**config.mk**
```make
export PLATFORM = sky130hd
export DESIGN_NAME = quad_row_writer_flat
export DESIGN_NICKNAME = d
export VERILOG_FILES = /design/src/rtl/quad_row_writer_pkg.sv /design/src/rtl/quad_row_writer_if.sv /design/src/rtl/quad_row_writer_serializer.sv /design/src/rtl/quad_row_writer.sv /design/src/flat_wrapper.sv
export SDC_FILE = /design/constraint.sdc
export NUM_CORES = 1
export LEC_CHECK = 0
export BUFFER_PORTS_ARGS = -buffer_cell sky130_fd_sc_hd__buf_2
export CORE_AREA = 2 2 212 214
export DETAILED_ROUTE_END_ITERATION = 12
export DIE_AREA = 0 0 214 216
export GPL_ROUTABILITY_DRIVEN = 0
export PLACE_DENSITY_LB_ADDON = 0.1
export SYNTH_ARGS = -nofsm -noshare
export SYNTH_HDL_FRONTEND = slang
export SYNTH_SLANG_ARGS = --single-unit
export TNS_END_PERCENT = 100
```
**constraint.sdc**
```tcl
create_clock -name Clk -period 13.7 [get_ports Clk]
set_input_delay 3.425 -clock Clk [delete_from_list [all_inputs] [get_ports Clk]]
set_output_delay 3.425 -clock Clk [all_outputs]
set_load 0.05 [all_outputs]
```
**src/rtl/quad_row_writer_pkg.sv**
```systemverilog
`default_nettype none
// ----------------------------------------------------------------------------
// quad_pkg : shared geometry constants, vertex types and FSM states
// Rev 1.0
// ----------------------------------------------------------------------------
package quad_pkg;

  localparam int WARP_WIDTH    = 320;
  localparam int SCREEN_H      = 240;
  localparam int PIX_PER_WORD  = 16;
  localparam int WORDS_PER_ROW = WARP_WIDTH / PIX_PER_WORD;
  localparam int COLOR_W       = 8;
  localparam int FB_ADDR_W     = 13;
  localparam int COORD_W       = 10;
  localparam int WORD_IDX_W    = $clog2(WORDS_PER_ROW);

  typedef logic [COORD_W-1:0] coord_t;
  typedef coord_t  [1:0] vertex_t;   // [0] = x, [1] = y
  typedef vertex_t [3:0] quad_t;

  typedef enum logic [2:0] {
    IDLE     = 3'd0,
    SETUP    = 3'd1,
    ROW_WAIT = 3'd2,
    EMIT     = 3'd3,
    NEXT_ROW = 3'd4,
    FINISH   = 3'd5
  } qrw_state_e;

  function automatic coord_t quad_y_min(input quad_t q);
    coord_t m;
    m = q[0][1];
    for (int i = 1; i < 4; i++) begin
      if (q[i][1] < m) m = q[i][1];
    end
    return m;
  endfunction

  function automatic coord_t quad_y_max(input quad_t q);
    coord_t m;
    m = q[0][1];
    for (int i = 1; i < 4; i++) begin
      if (q[i][1] > m) m = q[i][1];
    end
    return m;
  endfunction

endpackage
`default_nettype wire

```
**src/rtl/quad_row_writer_if.sv**
```systemverilog
`default_nettype none
// ----------------------------------------------------------------------------
// quad_row_writer_if : command, rasterizer and framebuffer-write bundle
// Rev 1.0
// ----------------------------------------------------------------------------
interface quad_row_writer_if;
  import quad_pkg::*;

  logic                    cmd_valid;
  logic                    cmd_ready;
  quad_t                   cmd_vertices;
  logic [COLOR_W-1:0]      cmd_color;
  quad_t                   rast_vertices;
  coord_t                  drawY;
  logic [WARP_WIDTH-1:0]   isInside;
  logic                    fb_we;
  logic                    fb_ready;
  logic [FB_ADDR_W-1:0]    fb_addr;
  logic [PIX_PER_WORD-1:0] fb_pix_mask;
  logic [COLOR_W-1:0]      fb_color;
  logic                    done;

  modport master (
    output cmd_valid, cmd_vertices, cmd_color, isInside, fb_ready,
    input  cmd_ready, rast_vertices, drawY, fb_we, fb_addr, fb_pix_mask,
           fb_color, done
  );

  modport slave (
    input  cmd_valid, cmd_vertices, cmd_color, isInside, fb_ready,
    output cmd_ready, rast_vertices, drawY, fb_we, fb_addr, fb_pix_mask,
           fb_color, done
  );

endinterface
`default_nettype wire

```
**src/rtl/quad_row_writer_serializer.sv**
```systemverilog
`default_nettype none
// ----------------------------------------------------------------------------
// quad_row_serializer : buffers one coverage row and streams it as masked
// framebuffer words. QUAD_SKIP_EMPTY_EN skips all-zero-mask words.
// Rev 1.0
// ----------------------------------------------------------------------------
module quad_row_serializer
  import quad_pkg::*;
(
  input  logic                    clk,
  input  logic                    rst,
  input  logic                    load,
  input  logic [WARP_WIDTH-1:0]   row_in,
  input  coord_t                  row_y,
  input  logic [COLOR_W-1:0]      color,
  input  logic                    fb_ready,
  output logic                    fb_we,
  output logic [FB_ADDR_W-1:0]    fb_addr,
  output logic [PIX_PER_WORD-1:0] fb_pix_mask,
  output logic [COLOR_W-1:0]      fb_color,
  output logic                    row_done
);

  typedef logic [WORDS_PER_ROW-1:0][PIX_PER_WORD-1:0] row_buf_t;

  row_buf_t                row_buf_q, row_buf_d;
  logic [WORD_IDX_W-1:0]   word_q, word_d;
  logic                    busy_q, busy_d;
  logic [PIX_PER_WORD-1:0] cur_mask;
  logic                    advance;
  logic                    last_word;

  assign cur_mask = row_buf_q[word_q];

`ifdef QUAD_SKIP_EMPTY_EN
  assign fb_we = busy_q && (cur_mask != '0);
`else
  assign fb_we = busy_q;
`endif

  // A skipped word (busy without fb_we) advances unconditionally
  assign advance   = busy_q && (fb_ready || !fb_we);
  assign last_word = (word_q == WORD_IDX_W'(WORDS_PER_ROW - 1));
  assign row_done  = advance && last_word;

  assign fb_addr     = FB_ADDR_W'(row_y) * FB_ADDR_W'(WORDS_PER_ROW)
                     + FB_ADDR_W'(word_q);
  assign fb_pix_mask = busy_q ? cur_mask : '0;
  assign fb_color    = color;

  always_comb begin
    row_buf_d = row_buf_q;
    word_d    = word_q;
    busy_d    = busy_q;
    if (load) begin
      row_buf_d = row_in;
      word_d    = '0;
      busy_d    = 1'b1;
    end else if (advance) begin
      if (last_word) begin
        busy_d = 1'b0;
      end else begin
        word_d = word_q + 1'b1;
      end
    end
  end

  always_ff @(posedge clk) begin
    if (rst) begin
      row_buf_q <= '0;
      word_q    <= '0;
      busy_q    <= 1'b0;
    end else begin
      row_buf_q <= row_buf_d;
      word_q    <= word_d;
      busy_q    <= busy_d;
    end
  end

endmodule
`default_nettype wire

```
**src/rtl/quad_row_writer.sv**
```systemverilog
`default_nettype none
// ----------------------------------------------------------------------------
// quad_row_writer : sweeps drawY over a quad's clamped y-range and streams each
// coverage row as masked framebuffer writes. Option: QUAD_SKIP_EMPTY_EN.
// Rev 1.0
// ----------------------------------------------------------------------------
module quad_row_writer
  import quad_pkg::*;
#(
  parameter int RAST_LAT = 1
)
(
  input  logic               Clk,
  input  logic               Reset,
  quad_row_writer_if.slave   bus
);

  localparam logic [1:0] LAT_LAST = 2'(RAST_LAT - 1);

  qrw_state_e         state_q, state_d;
  quad_t              verts_q, verts_d;
  logic [COLOR_W-1:0] color_q, color_d;
  coord_t             draw_y_q, draw_y_d;
  coord_t             y_max_q, y_max_d;
  logic [1:0]         lat_cnt_q, lat_cnt_d;
  logic               cmd_ready_q, cmd_ready_d;
  logic               done_q, done_d;

  coord_t             y_lo, y_hi_raw, y_hi;
  logic               load_row;
  logic               row_done;

  assign y_lo     = quad_y_min(verts_q);
  assign y_hi_raw = quad_y_max(verts_q);
  assign y_hi     = (y_hi_raw > coord_t'(SCREEN_H - 1)) ? coord_t'(SCREEN_H - 1)
                                                        : y_hi_raw;

  always_comb begin
    state_d   = state_q;
    verts_d   = verts_q;
    color_d   = color_q;
    draw_y_d  = draw_y_q;
    y_max_d   = y_max_q;
    lat_cnt_d = lat_cnt_q;
    load_row  = 1'b0;
    case (state_q)
      IDLE: begin
        if (bus.cmd_valid && cmd_ready_q) begin
          verts_d = bus.cmd_vertices;
          color_d = bus.cmd_color;
          state_d = SETUP;
        end
      end
      SETUP: begin
        // Quad entirely below the visible area produces no rows at all
        if (y_lo > y_hi) begin
          state_d = FINISH;
        end else begin
          draw_y_d  = y_lo;
          y_max_d   = y_hi;
          lat_cnt_d = '0;
          state_d   = ROW_WAIT;
        end
      end
      ROW_WAIT: begin
        if (lat_cnt_q == LAT_LAST) begin
          load_row = 1'b1;
          state_d  = EMIT;
        end else begin
          lat_cnt_d = lat_cnt_q + 1'b1;
        end
      end
      EMIT: begin
        if (row_done) state_d = NEXT_ROW;
      end
      NEXT_ROW: begin
        if (draw_y_q == y_max_q) begin
          state_d = FINISH;
        end else begin
          draw_y_d  = draw_y_q + 1'b1;
          lat_cnt_d = '0;
          state_d   = ROW_WAIT;
        end
      end
      FINISH:  state_d = IDLE;
      default: state_d = IDLE;
    endcase
    cmd_ready_d = (state_d == IDLE);
    done_d      = (state_d == FINISH);
  end

  always_ff @(posedge Clk) begin
    if (Reset) begin
      state_q     <= IDLE;
      verts_q     <= '0;
      color_q     <= '0;
      draw_y_q    <= '0;
      y_max_q     <= '0;
      lat_cnt_q   <= '0;
      cmd_ready_q <= 1'b1;
      done_q      <= 1'b0;
    end else begin
      state_q     <= state_d;
      verts_q     <= verts_d;
      color_q     <= color_d;
      draw_y_q    <= draw_y_d;
      y_max_q     <= y_max_d;
      lat_cnt_q   <= lat_cnt_d;
      cmd_ready_q <= cmd_ready_d;
      done_q      <= done_d;
    end
  end

  quad_row_serializer u_ser (
    .clk         (Clk),
    .rst         (Reset),
    .load        (load_row),
    .row_in      (bus.isInside),
    .row_y       (draw_y_q),
    .color       (color_q),
    .fb_ready    (bus.fb_ready),
    .fb_we       (bus.fb_we),
    .fb_addr     (bus.fb_addr),
    .fb_pix_mask (bus.fb_pix_mask),
    .fb_color    (bus.fb_color),
    .row_done    (row_done)
  );

  assign bus.cmd_ready     = cmd_ready_q;
  assign bus.rast_vertices = verts_q;
  assign bus.drawY         = draw_y_q;
  assign bus.done          = done_q;

endmodule
`default_nettype wire
```
**src/flat_wrapper.sv**
```systemverilog
// flat-port wrapper written by rule: the top's interface ports become plain ports
module quad_row_writer_flat import quad_pkg::*;
#(
  parameter int RAST_LAT = 1
)
  (Clk, Reset, bus_cmd_valid, bus_cmd_vertices, bus_cmd_color, bus_isInside, bus_fb_ready, bus_cmd_ready, bus_rast_vertices, bus_drawY, bus_fb_we, bus_fb_addr, bus_fb_pix_mask, bus_fb_color, bus_done);
  quad_row_writer_if bus_i ();
  input  logic Clk;
  input  logic Reset;
  input wire logic [$bits(bus_i.cmd_valid)-1:0] bus_cmd_valid;
  input wire logic [$bits(bus_i.cmd_vertices)-1:0] bus_cmd_vertices;
  input wire logic [$bits(bus_i.cmd_color)-1:0] bus_cmd_color;
  input wire logic [$bits(bus_i.isInside)-1:0] bus_isInside;
  input wire logic [$bits(bus_i.fb_ready)-1:0] bus_fb_ready;
  output wire logic [$bits(bus_i.cmd_ready)-1:0] bus_cmd_ready;
  output wire logic [$bits(bus_i.rast_vertices)-1:0] bus_rast_vertices;
  output wire logic [$bits(bus_i.drawY)-1:0] bus_drawY;
  output wire logic [$bits(bus_i.fb_we)-1:0] bus_fb_we;
  output wire logic [$bits(bus_i.fb_addr)-1:0] bus_fb_addr;
  output wire logic [$bits(bus_i.fb_pix_mask)-1:0] bus_fb_pix_mask;
  output wire logic [$bits(bus_i.fb_color)-1:0] bus_fb_color;
  output wire logic [$bits(bus_i.done)-1:0] bus_done;
  assign bus_i.cmd_valid = bus_cmd_valid;
  assign bus_i.cmd_vertices = bus_cmd_vertices;
  assign bus_i.cmd_color = bus_cmd_color;
  assign bus_i.isInside = bus_isInside;
  assign bus_i.fb_ready = bus_fb_ready;
  assign bus_cmd_ready = bus_i.cmd_ready;
  assign bus_rast_vertices = bus_i.rast_vertices;
  assign bus_drawY = bus_i.drawY;
  assign bus_fb_we = bus_i.fb_we;
  assign bus_fb_addr = bus_i.fb_addr;
  assign bus_fb_pix_mask = bus_i.fb_pix_mask;
  assign bus_fb_color = bus_i.fb_color;
  assign bus_done = bus_i.done;
  quad_row_writer #(.RAST_LAT(RAST_LAT)) u_core (.Clk(Clk), .Reset(Reset), .bus(bus_i));
endmodule
```
==> flow_summary.rst, run 1 <==
.. list-table::
   :header-rows: 1

   * - Metric
     - Value
   * - Insertion delay of the later-clocked pin in the worst-skew pair
     - 0.59 ns
   * - RSZ-0062 raised after global routing
     - no
   * - Count of standard-cell rows
     - 77
   * - Aggregate routed wire length
     - 69600 um
   * - Maximum clock path buffer count
     - 3
   * - Commonest cells after routing, fill and taps aside
     - nand2_1 (876), buf_2 (540), a21oi_1 (466)
   * - TritonCTS clock tree
     - yes
   * - Post-detailed-route via-to-cell ratio
     - 5.44
   * - Hold Violations, Final
     - 0
   * - Hold crit path type
     - flop to flop
   * - Total gr overflow
     - 0
   * - Power per Cell Area
     - 240 nW/um^2
   * - Number of pins exceeding their max-slew limit in the final report
     - 0
   * - Post-synthesis register bit count
     - 441
   * - Maximum VDD drop
     - 0.000169 V
   * - Die Area
     - 46200 um^2
   * - Sequential share of the synthesized area
     - 0.419
   * - Remaining design rule violation count
     - 0
   * - Reg2Reg Depth
     - 35
   * - Post-synth design cell area
     - 21100 um^2
   * - Area growth from synthesis to final layout
     - 21.4%
   * - Wire length of the first global-routing pass
     - 107000 um
   * - Fraction of final layout cells sized beyond drive strength 1
     - 0.256
   * - Arrival time reported for the critical path endpoint
     - 10.54 ns
   * - Primary flip-flop cell chosen by synthesis mapping
     - dfxtp_1
   * - Fin Hold WS
     - 0.450 ns
   * - Slew margin rel.
     - 0.150
   * - Clock transition at the register clock pins on the worst setup and hold paths after CTS
     - 0.06 ns
   * - CTS H-Tree Depth
     - 2
   * - Final-layout setup total negative slack
     - 0 ns
   * - Kind of end point of the critical path
     - flop
   * - Count of instances resized after the clock tree is built
     - 0
   * - Result of the run
     - finished clean
   * - Starting DRC count in detailed routing
     - 1615
   * - Most common library cell in the layout ignoring fill and taps
     - nand2_1
   * - Leakage component of the power
     - 10.5 nW
   * - Routed via count
     - 19806
   * - Portion of the clock cycle consumed by the worst path in the final layout
     - 0.734
   * - Antenna violations before repair
     - 39
   * - Final Setup Violations
     - 0
   * - Worst Path Class, Setup
     - flop to flop
   * - R2R setup slack
     - 3.64 ns
   * - Sink count of the clock tree
     - 441
   * - Final period demand of the worst path
     - 10.06 ns
   * - Post-CTS Repair Setup Buffers
     - 0
   * - Tightest Pin Transition
     - 1.27 ns
   * - FFs w/ async S/R, synth
     - 0
   * - Number of global-route vias before repair
     - 19073
   * - Aggregate global-route resource usage
     - 0.294
   * - Effective utilization at floorplan
     - 0.481
   * - Root Driver
     - clkbuf_16
   * - Length of the first detailed-routing pass in iterations
     - 5
   * - Origin of the critical flop-to-flop path
     - u_core.bus.rast_vertices[19]
   * - Largest net degree at the start of global routing
     - 263
   * - Number of buffer cells added on primary ports
     - 541
   * - Area of the placeable core
     - 43800 um^2
   * - Number of flops mapped to enable cells by yosys
     - 0
   * - CP Max Fanout
     - 19
   * - Mean area per synthesized cell
     - 8.24 um^2
   * - Nature of the critical path startpoint
     - flop
   * - I/O pin count
     - 542
   * - Yosys warning total
     - 0
   * - Largest cells by area after synthesis
     - dfxtp_1 (42%), nand2_1 (16%), a21oi_1 (11%)
   * - DIE WIDTH
     - 214 um
   * - Post-route ant nets
     - 0
   * - Required time of the worst setup path
     - 14.19 ns
   * - Min-Delay Endpoint
     - u_core.bus.rast_vertices[43]
   * - Highest clock rate
     - 99.4 MHz
   * - Area leader, netlist
     - dfxtp_1
   * - Number of buffers added to fix hold violations after cts
     - 0
   * - Clock tree skew after final layout
     - 0.0177 ns
   * - Worst flop-to-flop path endpoint
     - u_core.y_max_q[7]
   * - WL per Instance
     - 19.1 um
   * - Cell seen most often among critical-path stages
     - a21o_1
   * - Total Nets Final
     - 3476
   * - Synthesized netlist cell count
     - 2559
   * - Distinct cells, synth
     - 77
   * - Share of the synthesized area in the top cell type
     - 0.419
   * - Slowest Stage Delay on Critical Path
     - 0.98 ns
   * - Total CTS buffers
     - 48
   * - Hold Path Origin
     - u_core.bus.rast_vertices[43]
   * - Instance count along the most critical hold path
     - 2
   * - Detailed Place HPWL
     - 50300 um
   * - Slowest stage cell on the critical path
     - a211oi_2
   * - Height of the chip
     - 216 um
   * - Max-capacitance violation count
     - 0
sequential cells by signal, summed over array words and instances, names as in the netlist:
name	cells
u_core.bus.rast_vertices	80
u_core.u_ser.word_q	5
u_core.u_ser.row_buf_q	320
u_core.lat_cnt_q	2
u_core.bus.done	1
u_core.state_q	3
u_core.y_max_q	10
u_core.u_ser.fb_we	1
u_core.bus.drawY	10
u_core.color_q	8
u_core.bus.cmd_ready	1
stage by stage:
step,std cells,cell area [um^2],setup WS (ns),power [mW],utilization
2_1_floorplan,2560,21100,5.28,4.12,-
3_3_place_gp,3527,24000,4.37,4.78,0.548
3_5_place_dp,3527,24000,3.86,4.87,0.548
4_1_cts,3613,25500,3.85,6.13,0.582
5_1_grt,3632,25600,2.81,6.54,0.584
6_report,3640,25600,3.64,6.13,0.584
power breakdown:
| group | total, mW | internal, mW | switching, mW |
|---|---|---|---|
| Clock | 1.26 | 0.720 | 0.538 |
| Combinational | 3.18 | 1.16 | 2.01 |
| Sequential | 1.70 | 1.51 | 0.188 |
layout make-up:
class	instances	area [um^2]
diodes	27	67.6
inverters	56	210
clock inverters	17	105
fillers	4087	18200
well taps	592	741
clock buffers	69	1420
repair buffers	554	2830
multi-input cells	1884	11400
flip-flops and latches	441	8840
per-layer routing:
metal  wire (um)  track usage
met5         142            0
met4        1750       0.0988
met3        4370       0.0605
met1       28600        0.367
met2       34700        0.506
worst max-delay path: cells and delay by family (launching register included):
kind / cells / cell delay [ns]
AOI/OAI and AO/OA: 23 / 6.59
adders and majority gates: 4 / 1.25
buffers and inverters: 3 / 0.22
DFF: 1 / 0.36
muxes: 1 / 0.32
and+or+nand+nor: 4 / 1.23
synthesized netlist by cell type, types with 13 or more instances:
cell / n
xnor2_1: 19
a21o_1: 21
ha_1: 77
nand3_1: 25
a21boi_0: 17
clkbuf_1: 160
a21oi_1: 466
nor2_1: 53
o21ai_0: 23
inv_1: 54
and3_1: 13
mux2i_1: 19
nand2_1: 876
xor2_1: 14
dfxtp_1: 441
mux4_2: 96
buf_1: 13
cells by family after synthesis:
| kind of cell | Yosys count | synth area share |
|---|---|---|
| fa+ha+maj | 79 | 0.0476 |
| simple gates | 1046 | 0.202 |
| mux | 124 | 0.117 |
| xor+xnor | 33 | 0.0137 |
| compound gates | 600 | 0.159 |
| other cells | 1 | 0.000178 |
| buf+inv | 235 | 0.0426 |
| flops | 441 | 0.419 |
worst max path at each step:
stage,from,to,cells past startpoint
after floorplan,u_core.bus.rast_vertices[16],u_core.y_max_q[1],40
after CTS,u_core.bus.rast_vertices[19],u_core.y_max_q[3],36
after global placement,u_core.bus.rast_vertices[15],u_core.y_max_q[7],35
after global routing,u_core.bus.rast_vertices[19],u_core.y_max_q[6],35
final,u_core.bus.rast_vertices[19],u_core.y_max_q[7],35
after detailed placement,u_core.bus.rast_vertices[19],u_core.y_max_q[3],36
Power figures use the tool's default switching activity.
==> run 2, diff against run 1 <==
--- a/config.mk
+++ b/config.mk
@@ -6,9 +6,9 @@
 export NUM_CORES = 1
 export LEC_CHECK = 0
 export BUFFER_PORTS_ARGS = -buffer_cell sky130_fd_sc_hd__buf_2
-export CORE_AREA = 2 2 212 214
+export CORE_MARGIN = 2
+export CORE_UTILIZATION = 48
 export DETAILED_ROUTE_END_ITERATION = 12
-export DIE_AREA = 0 0 214 216
 export GPL_ROUTABILITY_DRIVEN = 0
 export PLACE_DENSITY_LB_ADDON = 0.1
 export SYNTH_ARGS = -nofsm -noshare
==> constraint.sdc (replaced) <==
create_clock -name Clk -period 8.4 [get_ports Clk]
set_input_delay 2.1 -clock Clk [delete_from_list [all_inputs] [get_ports Clk]]
set_output_delay 2.1 -clock Clk [all_outputs]
set_load 0.05 [all_outputs]
==> run 2 against run 1 <==
Sequential power is 62% higher. Utilization rose by 2.2 points. Cell count grew 0.55%. Worst hold slack got worse by 0.00062 ns. Critical endpoint is now u_core.y_max_q[5]. Global-route usage rose by 0.62 points. Critical path type unchanged.
==> flow_summary.rst, run 2 (synthesis gave the netlist of run 1 again) <==
.. list-table::
   :header-rows: 1

   * - Metric
     - Value
   * - Final-layout setup total negative slack
     - 0 ns (unchanged)
   * - Tightest Pin Transition
     - 1.09 ns (-0.187 ns)
   * - Hold crit path type
     - flop to flop
   * - Final Setup Violations
     - 0 (unchanged)
   * - Switching Share
     - 0.440 (-0.00703)
   * - Min-Delay Endpoint
     - u_core.u_ser.row_buf_q[174]
   * - Clock tree skew after final layout
     - 0.0179 ns (+0.000151 ns)
   * - Final Power
     - 10.7 mW (+75%)
   * - Routed via count
     - 19985 (+0.90%)
   * - Required time of the worst setup path
     - 8.89 ns (-5.30 ns)
   * - Root Driver
     - clkbuf_16
   * - Fraction of final layout cells sized beyond drive strength 1
     - 0.271 (+0.0154)
   * - Aggregate routed wire length
     - 71100 um (+2.2%)
   * - Count of standard-cell rows
     - 76 (-1.3%)
   * - CP Max Fanout
     - 16 (-3)
   * - Post-route ant nets
     - 0 (unchanged)
   * - Wire length on met2
     - 34500 um (-0.52%)
   * - Area of the placeable core
     - 43200 um^2 (-1.5%)
   * - Aggregate global-route resource usage
     - 0.300 (+0.00616)
   * - Commonest cells after routing, fill and taps aside
     - nand2_1 (874), buf_2 (540), a21oi_1 (458)
   * - Number of buffers added to fix hold violations after cts
     - 0 (unchanged)
   * - Number of global-route vias before repair
     - 19155 (+0.43%)
   * - Area growth from synthesis to final layout
     - 24.0%
   * - Number of buffer cells added on primary ports
     - 541 (unchanged)
   * - Flop pwr share
     - 0.258 (-0.019)
   * - Total CTS buffers
     - 48 (unchanged)
   * - Largest register by flop count
     - u_core.u_ser.row_buf_q
   * - Portion of the clock cycle consumed by the worst path in the final layout
     - 0.963 (+0.229)
   * - Metal1 wirelength
     - 29100 um (+1.5%)
   * - Clock power share
     - 0.203 (-0.002)
   * - Total Nets Final
     - 3512 (+1.0%)
   * - Logic gate share of total power
     - 0.539 (+0.021)
   * - Die Area
     - 45600 um^2 (-1.3%)
   * - Highest metal layer used by the detailed router
     - met5
   * - Height of the chip
     - 214 um (-1.1%)
   * - Post-detailed-route via-to-cell ratio
     - 5.46 (+0.35%)
   * - Remaining design rule violation count
     - 0 (unchanged)
   * - Worst Path Class, Setup
     - flop to flop
   * - Largest net degree at the start of global routing
     - 258 (-1.9%)
   * - P_sw
     - 4.72 mW (+72%)
   * - Leakage component of the power
     - 10.8 nW (+2.5%)
   * - Max-capacitance violation count
     - 0 (unchanged)
   * - Starting DRC count in detailed routing
     - 1731 (+7.2%)
   * - Fin worst setup slack
     - 0.307 ns (-3.33 ns)
   * - Filler Cells Inserted
     - 4035 (-1.3%)
   * - Hold Path Origin
     - u_core.u_ser.row_buf_q[174]
   * - I/O pin count
     - 542 (unchanged)
   * - Maximum clock path buffer count
     - 3 (unchanged)
   * - Sink count of the clock tree
     - 441 (unchanged)
   * - Antenna violations before repair
     - 28 (-28%)
   * - Slew margin rel.
     - 0.275 (+0.125)
   * - Total gr overflow
     - 0 (unchanged)
   * - Worst flop-to-flop path endpoint
     - u_core.y_max_q[5]
   * - Slowest Stage Delay on Critical Path
     - 0.42 ns (-0.56 ns)
   * - Power Internal
     - 6.01 mW (+77%)
   * - Number of pins exceeding their max-slew limit in the final report
     - 0 (unchanged)
   * - Nature of the critical path startpoint
     - flop
   * - Fin Hold WS
     - 0.450 ns (-0.000625 ns)
   * - TritonCTS clock tree
     - yes
   * - Met3 wire len
     - 4950 um (+13%)
   * - Maximum VDD drop
     - 0.000356 V (+110%)
   * - Power per Cell Area
     - 410 nW/um^2 (+71%)
   * - R2R setup slack
     - 0.31 ns (-3.33 ns)
   * - Result of the run
     - finished clean
   * - WL per Instance
     - 19.4 um (+1.6%)
   * - Instance count along the most critical hold path
     - 2 (unchanged)
   * - Largest register FFs
     - 320 (unchanged)
   * - Highest clock rate
     - 124 MHz (+24%)
   * - Most common library cell in the layout ignoring fill and taps
     - nand2_1
   * - Slowest stage cell on the critical path
     - or3_1
   * - Length of the first detailed-routing pass in iterations
     - 6 (+1)
   * - Worst slack after detailed placement
     - -0.0285 ns (-3.89 ns)
   * - Clock transition at the register clock pins on the worst setup and hold paths after CTS
     - 0.06 ns (about the same)
   * - Post-route core utilization
     - 0.606 (+0.0216)
   * - DIE WIDTH
     - 214 um (-0.20%)
   * - Detailed Place HPWL
     - 51300 um (+2.0%)
   * - Effective utilization at floorplan
     - 0.488 (+0.00740)
   * - Insertion delay of the later-clocked pin in the worst-skew pair
     - 0.60 ns (about the same)
   * - Arrival time reported for the critical path endpoint
     - 8.58 ns (-1.96 ns)
   * - Kind of end point of the critical path
     - flop
   * - Hold Violations, Final
     - 0 (unchanged)
   * - Origin of the critical flop-to-flop path
     - u_core.bus.rast_vertices[15]
   * - Wire length of the first global-routing pass
     - 106000 um (-1.4%)
   * - CTS H-Tree Depth
     - 2 (unchanged)
   * - Reg2Reg Depth
     - 40 (+14%)
   * - Final period demand of the worst path
     - 8.09 ns (-1.97 ns)
[run 2: cell count changes in the layout (fill, tap and decap cells not counted), sizes merged]
cell	before	now
buf	554	590
inv	58	56
diode	27	19
bufinv	0	3
clkbuf	69	75
clkinvlp	5	0
clkinv	10	7
[run 2: repair_timing]
| item | CTS | global route |
|---|---|---|
| pin swaps | 0 | 12 |
| setup buffers | 0 | 11 |
| endpoints found under the setup margin | 13 | 27 |
| endpoints found under the hold margin | 0 | 0 |
| resized for setup | 1 | 36 |
[run 2: worst max path at each step]
stage / from / cells after the start / slack [ns] / endpoint
after floorplan: u_core.bus.rast_vertices[14] / 40 / 0.01 / u_core.y_max_q[1]
after detailed placement: u_core.bus.rast_vertices[16] / 39 / -0.03 / u_core.y_max_q[3]
final: u_core.bus.rast_vertices[15] / 40 / 0.31 / u_core.y_max_q[5]
after global routing: u_core.bus.rast_vertices[15] / 38 / -0.10 / u_core.y_max_q[5]
after CTS: u_core.bus.rast_vertices[15] / 39 / 0.07 / u_core.bus.cmd_ready
after global placement: u_core.bus.rast_vertices[16] / 41 / 0.13 / u_core.y_max_q[2]
[run 2: power groups by stage]
stage	sequential, mW	combinational, mW	clock, mW
global placement	2.78	5.21	0
finish	2.76	5.79	2.18
detailed placement	2.80	5.36	0
floorplan	3.05	3.66	0
global route	2.81	6.31	2.29
CTS	2.76	5.39	2.21
[run 2: per-layer routing]
| layer | global-route usage | vias to the layer above |
|---|---|---|
| met5 | 0 | - |
| met1 | 0.379 | 9473 |
| met4 | 0.116 | 24 |
| met3 | 0.0612 | 164 |
| li1 | - | 9661 |
| met2 | 0.505 | 663 |
[run 2: worst max-delay path, delay by kind of cell (launching register included)]
kind / cells / cell delay [ns]
mux: 1 / 0.22
flops: 1 / 0.36
simple gates: 12 / 2.36
buf+inv: 4 / 0.58
fa+ha+maj: 4 / 1.24
compound gates: 19 / 3.21
[run 2: cell type report]
cell class	instances	area, um^2	area share
multi-input combinational	1884	11500	0.441
sequential	441	8840	0.338
timing repair buffer	590	3160	0.121
clock buffer	75	1460	0.0560
tap	585	732	0.0280
inverter	56	210	0.00804
clock inverter	10	169	0.00646
antenna	19	47.5	0.00182
[run 2: per-stage QoR]
stage | instances | area (um^2)
2_1_floorplan | 2560 | 21100
3_3_place_gp | 3545 | 24200
3_5_place_dp | 3545 | 24200
4_1_cts | 3630 | 25900
5_1_grt | 3653 | 26100
6_report | 3660 | 26100
==> run 3, diff against run 2 <==
--- a/config.mk
+++ b/config.mk
@@ -5,11 +5,13 @@
 export SDC_FILE = /design/constraint.sdc
 export NUM_CORES = 1
 export LEC_CHECK = 0
+export ABC_AREA = 1
 export BUFFER_PORTS_ARGS = -buffer_cell sky130_fd_sc_hd__buf_2
 export CORE_MARGIN = 2
 export CORE_UTILIZATION = 48
 export DETAILED_ROUTE_END_ITERATION = 12
 export GPL_ROUTABILITY_DRIVEN = 0
+export GPL_TIMING_DRIVEN = 1
 export PLACE_DENSITY_LB_ADDON = 0.1
 export SYNTH_ARGS = -nofsm -noshare
 export SYNTH_HDL_FRONTEND = slang
==> run 3 against run 2 <==
Worst setup slack better by 0.61 ns. Sequential share of layout area grew 0.97 points. Register-to-register slack improved by 0.61 ns. Via count grew 11%. Combinational power shrank 1%. Largest power group unchanged. Die area is 0.13% lower. Cell count is 11% higher. Flip-flop and latch count unchanged.
==> flow_summary.rst, run 3 <==
.. list-table::
   :header-rows: 1

   * - Metric
     - Value
   * - Largest net degree at the start of global routing
     - 264 (+2.3%)
   * - Length of the first detailed-routing pass in iterations
     - 6 (unchanged)
   * - Count of instances resized after the clock tree is built
     - 0 (-1)
   * - Fraction of final layout cells sized beyond drive strength 1
     - 0.192 (-0.0791)
   * - Starting DRC count in detailed routing
     - 1870 (+8.0%)
   * - Top cells by count, synth
     - nor2_1 (927), o21ai_0 (506), dfxtp_1 (441)
   * - Slew margin rel.
     - 0.177 (-0.0983)
   * - Final Setup Violations
     - 0 (unchanged)
   * - Logic gate share of total power
     - 0.526 (-0.013)
   * - TritonCTS clock tree
     - yes
   * - Post-route ant nets
     - 0 (unchanged)
   * - DIE WIDTH
     - 213 um (about the same)
   * - Arrival time reported for the critical path endpoint
     - 8.00 ns (-0.58 ns)
   * - Total gr overflow
     - 0 (unchanged)
   * - FFs w/ async S/R, synth
     - 0 (unchanged)
   * - Distinct cells, synth
     - 46 (-40%)
   * - Sink count of the clock tree
     - 441 (unchanged)
   * - Worst flop-to-flop path endpoint
     - u_core.bus.drawY[4]
   * - Slowest stage cell on the critical path
     - nand2_1
   * - Maximum VDD drop
     - 0.000440 V (+24%)
   * - Post-synthesis register bit count
     - 441 (unchanged)
   * - Total Nets Final
     - 3931 (+12%)
   * - Flop pwr share
     - 0.282 (+0.024)
   * - Power Internal
     - 5.67 mW (-5.7%)
   * - I/O pin count
     - 542 (unchanged)
   * - Nature of the critical path startpoint
     - flop
   * - CTS H-Tree Depth
     - 2 (unchanged)
   * - Result of the run
     - finished clean
   * - Clock transition at the register clock pins on the worst setup and hold paths after CTS
     - 0.06 ns (about the same)
   * - Mean area per synthesized cell
     - 6.91 um^2 (-16%)
   * - Required time of the worst setup path
     - 8.92 ns (+0.03 ns)
   * - Largest register by flop count
     - u_core.u_ser.row_buf_q
   * - Filler Cells Inserted
     - 4222 (+4.6%)
   * - Tightest Pin Transition
     - 1.23 ns (+0.141 ns)
   * - Count of standard-cell rows
     - 76 (unchanged)
   * - Highest clock rate
     - 134 MHz (+8.1%)
   * - Sequential Area
     - 8840 um^2 (about the same)
   * - Hold Violations, Final
     - 0 (unchanged)
   * - Area occupied by multi-input gates
     - 11000 um^2 (-4.7%)
   * - Largest cells by area after synthesis
     - dfxtp_1 (42%), nor2_1 (17%), o21ai_0 (12%)
   * - Final period demand of the worst path
     - 7.48 ns (-0.610 ns)
   * - RSZ-0062 raised after global routing
     - no
   * - Number of pins exceeding their max-slew limit in the final report
     - 0 (unchanged)
   * - Switching Share
     - 0.478 (+0.0387)
   * - Portion of the clock cycle consumed by the worst path in the final layout
     - 0.891 (-0.0726)
   * - Largest register FFs
     - 320 (unchanged)
   * - Die Area
     - 45600 um^2 (-0.13%)
   * - Final-layout setup total negative slack
     - 0 ns (unchanged)
   * - WL per Instance
     - 18.0 um (-7.4%)
   * - Root Driver
     - clkbuf_16
   * - Aggregate global-route resource usage
     - 0.309 (+0.00902)
   * - Wire length of the first global-routing pass
     - 111000 um (+4.5%)
   * - Detailed Place HPWL
     - 52900 um (+3.1%)
   * - Number of buffer cells added on primary ports
     - 541 (unchanged)
   * - Number of global-route vias before repair
     - 20449 (+6.8%)
   * - Primary flip-flop cell chosen by synthesis mapping
     - dfxtp_1
   * - Total CTS buffers
     - 47 (-2.1%)
   * - Insertion delay of the later-clocked pin in the worst-skew pair
     - 0.60 ns (about the same)
   * - Slowest Stage Delay on Critical Path
     - 0.56 ns (+0.14 ns)
   * - Cell seen most often among critical-path stages
     - nor2_1
   * - Instance count along the most critical hold path
     - 2 (unchanged)
   * - Leading cell type by number of instances after synthesis
     - nor2_1
   * - Routed via count
     - 22154 (+11%)
   * - Sequential share of the synthesized area
     - 0.419 (+0.000548)
   * - Power per Cell Area
     - 428 nW/um^2 (+4.2%)
   * - Aggregate routed wire length
     - 73200 um (+3.0%)
   * - Origin of the critical flop-to-flop path
     - u_core.bus.rast_vertices[19]
   * - Antenna violations before repair
     - 16 (-43%)
   * - Post-detailed-route via-to-cell ratio
     - 5.44 (-0.29%)
   * - Post-synth design cell area
     - 21100 um^2 (-0.13%)
   * - Reg2Reg Depth
     - 44 (+10%)
   * - Number of flops mapped to enable cells by yosys
     - 0 (unchanged)
   * - Height of the chip
     - 213 um (about the same)
   * - R2R setup slack
     - 0.92 ns (+0.61 ns)
   * - Worst Path Class, Setup
     - flop to flop
   * - Area of the placeable core
     - 43200 um^2 (unchanged)
   * - Kind of end point of the critical path
     - flop
   * - Min-Delay Endpoint
     - u_core.color_q[7]
   * - Effective utilization at floorplan
     - 0.488 (-0.000638)
   * - Area leader, netlist
     - dfxtp_1
   * - Max-capacitance violation count
     - 0 (unchanged)
   * - CP Max Fanout
     - 23 (+7)
   * - Share of the synthesized area in the top cell type
     - 0.419 (+0.000548)
   * - Hold crit path type
     - flop to flop
   * - Clock power share
     - 0.192 (-0.011)
   * - Synthesized netlist cell count
     - 3046 (+19%)
   * - Yosys warning total
     - 0 (unchanged)
   * - Most common library cell in the layout ignoring fill and taps
     - nor2_1
   * - Number of buffers added to fix hold violations after cts
     - 0 (unchanged)
   * - Post-route core utilization
     - 0.589 (-0.0170)
   * - Post-CTS Repair Setup Buffers
     - 0 (unchanged)
   * - Hold Path Origin
     - u_core.color_q[7]
   * - P_sw
     - 5.20 mW (+10%)
   * - Area growth from synthesis to final layout
     - 20.7%
   * - Leakage component of the power
     - 11.2 nW (+3.8%)
   * - Maximum clock path buffer count
     - 3 (unchanged)
   * - Clock tree skew after final layout
     - 0.0287 ns (+0.0109 ns)
   * - Commonest cells after routing, fill and taps aside
     - nor2_1 (927), buf_2 (541), o21ai_0 (506)
   * - Remaining design rule violation count
     - 0 (unchanged)
-- run 3: cell types whose count changed after synthesis, sizes merged, moves of 19 or more --
cell and change:
a21o -19, o32ai +79, nand4 +22, nor2 +878
a21oi -308, inv +63, clkbuf +35, nand2 -488
mux4 -96, mux2i -20, o21ai +481
-- run 3: metal layers --
layer,GRT usage,part of all wire,up-vias
li1,-,-,10830
met1,0.415,0.43,10412
met2,0.504,0.47,782
met3,0.0457,0.070,126
met4,0.115,0.029,4
met5,0,0.00030,-
-- run 3: stage by stage --
stage                     setup WS (ns)  total power, mW  hold slack, ns  instance area [um^2]  std cells
after floorplan                    1.88             7.33           0.438                 21100       3047
after global placement             1.55             8.49           0.450                 23800       3976
after detailed placement           1.21             8.70           0.456                 23800       3976
after CTS                          1.11             10.8           0.465                 25400       4056
after global routing              0.170             11.7           0.478                 25400       4066
final                             0.917             10.9           0.461                 25400       4069
-- run 3: worst max path at each step --
| stage | startpoint | end | cells past startpoint | slack [ns] |
|---|---|---|---|---|
| 5_1_grt | u_core.bus.rast_vertices[15] | u_core.bus.drawY[7] | 46 | 0.17 |
| 3_3_place_gp | u_core.bus.rast_vertices[19] | u_core.bus.drawY[4] | 44 | 1.55 |
| 3_5_place_dp | u_core.bus.rast_vertices[19] | u_core.bus.drawY[4] | 44 | 1.21 |
| 6_report | u_core.bus.rast_vertices[19] | u_core.bus.drawY[4] | 44 | 0.92 |
| 2_1_floorplan | u_core.bus.rast_vertices[19] | u_core.bus.drawY[8] | 49 | 1.88 |
| 4_1_cts | u_core.bus.rast_vertices[19] | u_core.bus.drawY[4] | 44 | 1.11 |
-- run 3: area by class of cell --
cell class,count,share of cell area
multi-input combinational,2272,0.432
inverter,124,0.0191
timing repair buffer,554,0.111
antenna,13,0.00128
tap,585,0.0288
clock buffer,69,0.0555
clock inverter,11,0.00473
sequential,441,0.348
-- run 3: power groups by stage --
stage	clock network, mW	registers (mW)	logic, mW
after global routing	2.19	3.13	6.38
after detailed placement	0	3.09	5.61
after floorplan	0	3.38	3.96
final	2.09	3.07	5.71
after global placement	0	3.07	5.41
after CTS	2.11	3.05	5.65
-- run 3: worst max-delay path: cells and delay by family (launching register included) --
kind	cells	cell delay (ns)
AND/OR/NAND/NOR	25	3.42
flip-flops	1	0.32
AO/OA/AOI/OAI	11	1.63
buffers and inverters	4	0.67
adder cells (fa/ha/maj)	4	1.34
-- run 3: logic make-up (layout without fill, tap and decap cells) --
logic type | count (synthesis) | after routing | synth area share
adders and majority gates | 79 | 79 | 0.0477
xor gates and xnor gates | 24 | 24 | 0.00998
DFF | 441 | 441 | 0.419
and+or+nand+nor | 1405 | 1405 | 0.263
AOI/OAI and AO/OA | 762 | 762 | 0.199
buffers and inverters | 334 | 758 | 0.0608
other | 1 | 15 | 0.000178
